File: src/rtl/o_counter_pkg.sv
// Shared widths and default configuration for the receive-side frame counter
// and its ADC sampling-phase watchdog.
package o_counter_pkg;
   localparam int X_W     = 10;
   localparam int Y_W     = 9;
   localparam int VIDEO_W = 10;
   localparam int BAD_W   = 16;

   localparam int DEF_H_START    = 160;
   localparam int DEF_H_LEN      = 128;
   localparam int DEF_V_START    = 32;
   localparam int DEF_V_LEN      = 128;
   localparam int DEF_FRAMES_1HZ = 60;

   localparam int DEF_MID_LO    = 256;
   localparam int DEF_MID_HI    = 767;
   localparam int DEF_BAD_LIMIT = 64;
endpackage

File: src/rtl/rx_sync_wd.sv
// ADC phase watchdog: counts visible samples in the mid-level band per frame
// and judges the phase bad at each vsync fall.
module rx_sync_wd
   import o_counter_pkg::*;
#(
   parameter int MID_LO    = DEF_MID_LO,
   parameter int MID_HI    = DEF_MID_HI,
   parameter int BAD_LIMIT = DEF_BAD_LIMIT
) (
   input  logic               O_CLK,
   input  logic               RST_N,
   input  logic               VISIBLE,
   input  logic [VIDEO_W-1:0] VIDEO,
   input  logic               VSYNC,
   output logic               SYNC_BAD
);
   localparam logic [VIDEO_W-1:0] LO    = VIDEO_W'(MID_LO);
   localparam logic [VIDEO_W-1:0] HI    = VIDEO_W'(MID_HI);
   localparam logic [BAD_W-1:0]   LIMIT = BAD_W'(BAD_LIMIT);

   logic             vs_d;
   logic [BAD_W-1:0] mid_cnt;
   logic             vs_fall;
   logic             in_band;

   function automatic logic [BAD_W-1:0] sat_inc(input logic [BAD_W-1:0] v);
      return (&v) ? v : v + BAD_W'(1);
   endfunction

   assign vs_fall = vs_d & ~VSYNC;
   assign in_band = (VIDEO >= LO) && (VIDEO <= HI);

   // The sample coinciding with the vsync fall is dropped so the verdict
   // reflects only the frame that just ended.
   always_ff @(posedge O_CLK or negedge RST_N) begin
      if (!RST_N) begin
         vs_d     <= 1'b1;
         mid_cnt  <= '0;
         SYNC_BAD <= 1'b0;
      end else begin
         vs_d <= VSYNC;
         if (vs_fall) begin
            SYNC_BAD <= (mid_cnt > LIMIT);
            mid_cnt  <= '0;
         end else if (VISIBLE && in_band) begin
            mid_cnt <= sat_inc(mid_cnt);
         end
      end
   end
endmodule

File: src/rtl/o_counter_sync_wd.sv
// Receive-side pixel/line position counter with capture window, TX resync and
// 1 Hz pulses. Define RX_SYNC_WD_EN to compile in the ADC phase watchdog.
module o_counter_sync_wd
   import o_counter_pkg::*;
#(
   parameter int H_START    = DEF_H_START,
   parameter int H_LEN      = DEF_H_LEN,
   parameter int V_START    = DEF_V_START,
   parameter int V_LEN      = DEF_V_LEN,
   parameter int FRAMES_1HZ = DEF_FRAMES_1HZ,
   parameter int MID_LO     = DEF_MID_LO,
   parameter int MID_HI     = DEF_MID_HI,
   parameter int BAD_LIMIT  = DEF_BAD_LIMIT
) (
   input  logic               O_CLK,
   input  logic               RST_N,
   input  logic               ENABLE,
   input  logic               O_HS,
   input  logic               O_VS,
   input  logic [VIDEO_W-1:0] VIDEO,
   output logic [X_W-1:0]     O_X,
   output logic [Y_W-1:0]     O_Y,
   output logic               O_VISIBLE,
   output logic               PULSE_1HZ,
   output logic               SYNC,
   output logic               O_SYNC_BAD
);
   localparam int FC_W = (FRAMES_1HZ > 1) ? $clog2(FRAMES_1HZ) : 1;
   // Window bounds carry one extra bit so an end bound of 2**W still compares.
   localparam logic [X_W:0]    X_LO    = (X_W+1)'(H_START);
   localparam logic [X_W:0]    X_HI    = (X_W+1)'(H_START + H_LEN);
   localparam logic [Y_W:0]    Y_LO    = (Y_W+1)'(V_START);
   localparam logic [Y_W:0]    Y_HI    = (Y_W+1)'(V_START + V_LEN);
   localparam logic [FC_W-1:0] FC_LAST = FC_W'(FRAMES_1HZ - 1);

   logic            hs_d;
   logic            vs_d;
   logic            hs_fall;
   logic            vs_fall;
   logic            vs_rise;
   logic [FC_W-1:0] frame_cnt;

   function automatic logic [X_W-1:0] sat_inc_x(input logic [X_W-1:0] v);
      return (&v) ? v : v + X_W'(1);
   endfunction

   function automatic logic [Y_W-1:0] sat_inc_y(input logic [Y_W-1:0] v);
      return (&v) ? v : v + Y_W'(1);
   endfunction

   assign hs_fall = hs_d & ~O_HS;
   assign vs_fall = vs_d & ~O_VS;
   assign vs_rise = ~vs_d & O_VS;

   always_ff @(posedge O_CLK or negedge RST_N) begin
      if (!RST_N) begin
         hs_d      <= 1'b1;
         vs_d      <= 1'b1;
         O_X       <= '0;
         O_Y       <= '0;
         SYNC      <= 1'b0;
         PULSE_1HZ <= 1'b0;
         frame_cnt <= '0;
      end else begin
         hs_d <= O_HS;
         vs_d <= O_VS;

         if (!O_HS || !ENABLE) O_X <= '0;
         else                  O_X <= sat_inc_x(O_X);

         // A low vsync level already holds the line count at zero.
         if (!O_VS || !ENABLE) O_Y <= '0;
         else if (hs_fall)     O_Y <= sat_inc_y(O_Y);

         SYNC      <= ENABLE & vs_rise;
         PULSE_1HZ <= 1'b0;
         if (ENABLE && vs_fall) begin
            if (frame_cnt == FC_LAST) begin
               frame_cnt <= '0;
               PULSE_1HZ <= 1'b1;
            end else begin
               frame_cnt <= frame_cnt + FC_W'(1);
            end
         end
      end
   end

   assign O_VISIBLE = ENABLE
                      && ({1'b0, O_X} >= X_LO) && ({1'b0, O_X} < X_HI)
                      && ({1'b0, O_Y} >= Y_LO) && ({1'b0, O_Y} < Y_HI);

`ifdef RX_SYNC_WD_EN
   rx_sync_wd #(
      .MID_LO    (MID_LO),
      .MID_HI    (MID_HI),
      .BAD_LIMIT (BAD_LIMIT)
   ) u_wd (
      .O_CLK    (O_CLK),
      .RST_N    (RST_N),
      .VISIBLE  (O_VISIBLE),
      .VIDEO    (VIDEO),
      .VSYNC    (O_VS),
      .SYNC_BAD (O_SYNC_BAD)
   );
`else
   logic unused_wd;
   assign unused_wd  = ^{VIDEO, MID_LO, MID_HI, BAD_LIMIT};
   assign O_SYNC_BAD = 1'b0;
`endif
endmodule

File: config.mk
export PLATFORM = sky130hd
export DESIGN_NAME = o_counter_sync_wd
export DESIGN_NICKNAME = d
export VERILOG_FILES = /design/src/rtl/o_counter_pkg.sv /design/src/rtl/rx_sync_wd.sv /design/src/rtl/o_counter_sync_wd.sv
export SDC_FILE = /design/constraint.sdc
export NUM_CORES = 1
export LEC_CHECK = 0
export CORE_MARGIN = 3
export CORE_UTILIZATION = 40
export DETAILED_ROUTE_END_ITERATION = 12
export PLACE_DENSITY = 0.78
export SLEW_MARGIN = 20
export SYNTH_ARGS = -nofsm -noshare
export SYNTH_HDL_FRONTEND = slang
export SYNTH_SLANG_ARGS = --single-unit
File: constraint.sdc
create_clock -name O_CLK -period 6.1 [get_ports O_CLK]
set_input_delay 1.22 -clock O_CLK [delete_from_list [all_inputs] [get_ports O_CLK]]
set_output_delay 1.22 -clock O_CLK [all_outputs]
set_load 0.01 [all_outputs]
==> metrics <==
P_sw 115 uW; final setup skew 0.00186 ns; GR Overflow Total 0; Power Total 447 uW; Via density 5.58; Yosys cell types 44; largest stage delay on the critical path 0.70 ns; critical path class input pin to primary output; number of synthesized flops with an enable pin 0; met3 usage 5.09%; synth top area cells dfrtp_1 (44%), ha_1 (4.9%), dfstp_2 (3.4%); vias in the first global route 1219; Logic pwr share 10.5%; Pins Over Slew Limit 0; drt pass-1 iters 4; post-CTS setup buffers 0; fmax 0.255 GHz; deepest clock path buffer count 2; max cap viols 0; Final Cell Area ~0.0019 sq mm; GRT Total Usage 16.3%; yosys warns 0; # hold bufs at CTS 0; register area share after synthesis 47.3%; Detail Placement HPWL 2.34 mm; CTS tree built; Hold Violations, Final 0; GR Util met2 26.4%; Sequential Power Share about 51%; final WL 3.28 mm; # IOs 38; largest net degree at the start of global routing 30; Root Driver clkbuf_8; WP data required 4.88 ns; Vias between 1000 and 1500; worst path cell trace clkdlybuf4s50_1 -> o2111a_1 -> clkdlybuf4s50_1; RSZ-0062 raised after global routing false; Syn Inst Count 158; cell area after synthesis between 0.0015 and 0.002 sq mm; Net Count, Synth roughly 180; Top Family by Delay on Critical Path buffers and inverters; most frequent CP cell clkdlybuf4s50_1; Clock Sink Count 29; WP buf/inv 2; worst-path fanout max 10; hold_ws 0.511 ns; Stages on worst setup path 3; LEAKAGE 0.774 nW; Cell Area, Placed roughly 0.0018 sq mm; number of antenna violations at the first check in global routing 0; Clock transition at path regs 0.06 ns; Initial Util 43.7%; VDD IR max 0.210 mV; Async SR Flop Fraction 100%; H-Tree Depth 2; sw frac 25.7%; Layout Nets 206; Top Usage Layer GRT met2; die width 68.0 microns; Synth Flop Type dfrtp_1; filler cell count in the final layout 318; Resized Gates After CTS 0; post-route setup TNS 0 ns; largest area contributor in the netlist dfrtp_1; ANT cells 0; WHS Path Cells 1; hold crit path type flip-flop to flip-flop; internal power 332 uW; routed len/inst 14.1 microns; post-synth top area share 43.9%; CP Capture Type primary output; endpoints failing setup 0; IO buf count 26; top cells by count, synth dfrtp_1 (27), nor2_1 (12), nand2_1 (11), nand3_1 (10), inv_1 (8); Die Ht 68.0 microns; Slowest cell on crit path clkdlybuf4s50_1; most instantiated library cell after synthesis dfrtp_1; Post-Syn Area per Cell 9.74 sq um; first-pass GRT wire length 5.61 mm; Clk pwr share approximately 39%; Yosys reg bits 29; Worst Path Arrival between 2 and 3 ns; Routed Antenna Nets 0; Routability Congestion 0.917; multi-input logic area 748 sq um; share of layout cells above drive strength 1 6.45%; Die Footprint 0.00463 sq mm; met1 Usage GRT 20.1%; DRC 0; Core Footprint 0.00352 sq mm; later-pin clock latency in the skew report 0.28 ns; Core Rows 21; crit start category input pin; CTS Buf Count 5; Iter 0 DRT Violations around 110; FF+latch area 728 sq um; Final Cycle Share 64.3%; reg2reg path depth 7; final worst path period need around 3.9 ns; PwrDens 231 mW/mm^2; area grow syn2layout 25.6%; status completed
## flip-flops by register name (all words and copies together) (netlist names)
name       count
vs_d           1
O_Y            9
PULSE_1HZ      1
SYNC           1
O_X           10
frame_cnt      6
hs_d           1
## power by group through the flow
stage                     combinational [mW]  clock, mW  sequential (mW)
after global routing                  0.0552      0.190            0.230
after CTS                             0.0476      0.180            0.227
after detailed placement              0.0476          0            0.230
after floorplan                       0.0313          0            0.227
after global placement                0.0449          0            0.229
final                                 0.0468      0.173            0.227
## kinds of logic (layout without fill, tap and decap cells)
group                      after synthesis  count (layout)  synth area share (%)
and+or+nand+nor                         64              64                  22.5
AOI/OAI and AO/OA                       34              34                  15.4
adders and majority gates                6               6                  4.88
xor gates and xnor gates                 4               4                  2.28
buffers and inverters                   15              43                  4.07
muxes                                    5               5                  3.33
DFF                                     29              29                  47.3
other                                    1               1                 0.244
## per-layer routing
metal	vias up	wire length, microns
met3	7	160
li1	640	-
met4	0	58
met2	40	1560
met1	608	1500
met5	-	0
## final timing paths
check	start	to	slack, ns
max	ENABLE	O_VISIBLE	2.18
min	vs_d$_DFF_PN1_	SYNC$_DFF_PN0_	0.51
max reg2reg	O_Y[1]$_DFFE_PN0P_	O_Y[3]$_DFFE_PN0P_	3.88
min reg2reg	vs_d$_DFF_PN1_	SYNC$_DFF_PN0_	0.51
max in group asynchronous	RST_N	hs_d$_DFF_PN1_	4.46
min in group asynchronous	RST_N	O_Y[4]$_DFFE_PN0P_	1.32
## cell usage in the layout (no fill, tap or decap), drive strengths merged, types with 3 or more instances in the layout
master         count
a211oi             5
a21oi              5
a31oi              3
and2               3
and3               3
clkbuf             7
clkdlybuf4s50     26
dfrtp             27
ha                 6
inv                8
mux2i              4
nand2             11
nand3             10
nor2              12
nor3               6
o21ai              7
or3                3
or4                3
xnor2              3
## final cells by class
cell class	instances	share of cell area [%]
clock buffers	7	4.98
clock inverters	1	0.259
inverters	8	1.55
multi-input cells	114	38.7
flip-flops and latches	29	37.7
well taps	46	2.98
repair buffers	27	13.9
## per-stage QoR
stage / std cells / utilization (%) / setup WS [ns]
6_report: 232 / 54.9 / 2.18
5_1_grt: 232 / 54.9 / 2.09
4_1_cts: 232 / 54.9 / 2.17
3_5_place_dp: 224 / 52.0 / 2.17
3_3_place_gp: 224 / 52.0 / 2.20
2_1_floorplan: 158 / - / 3.28
Power figures use the tool's default switching activity.
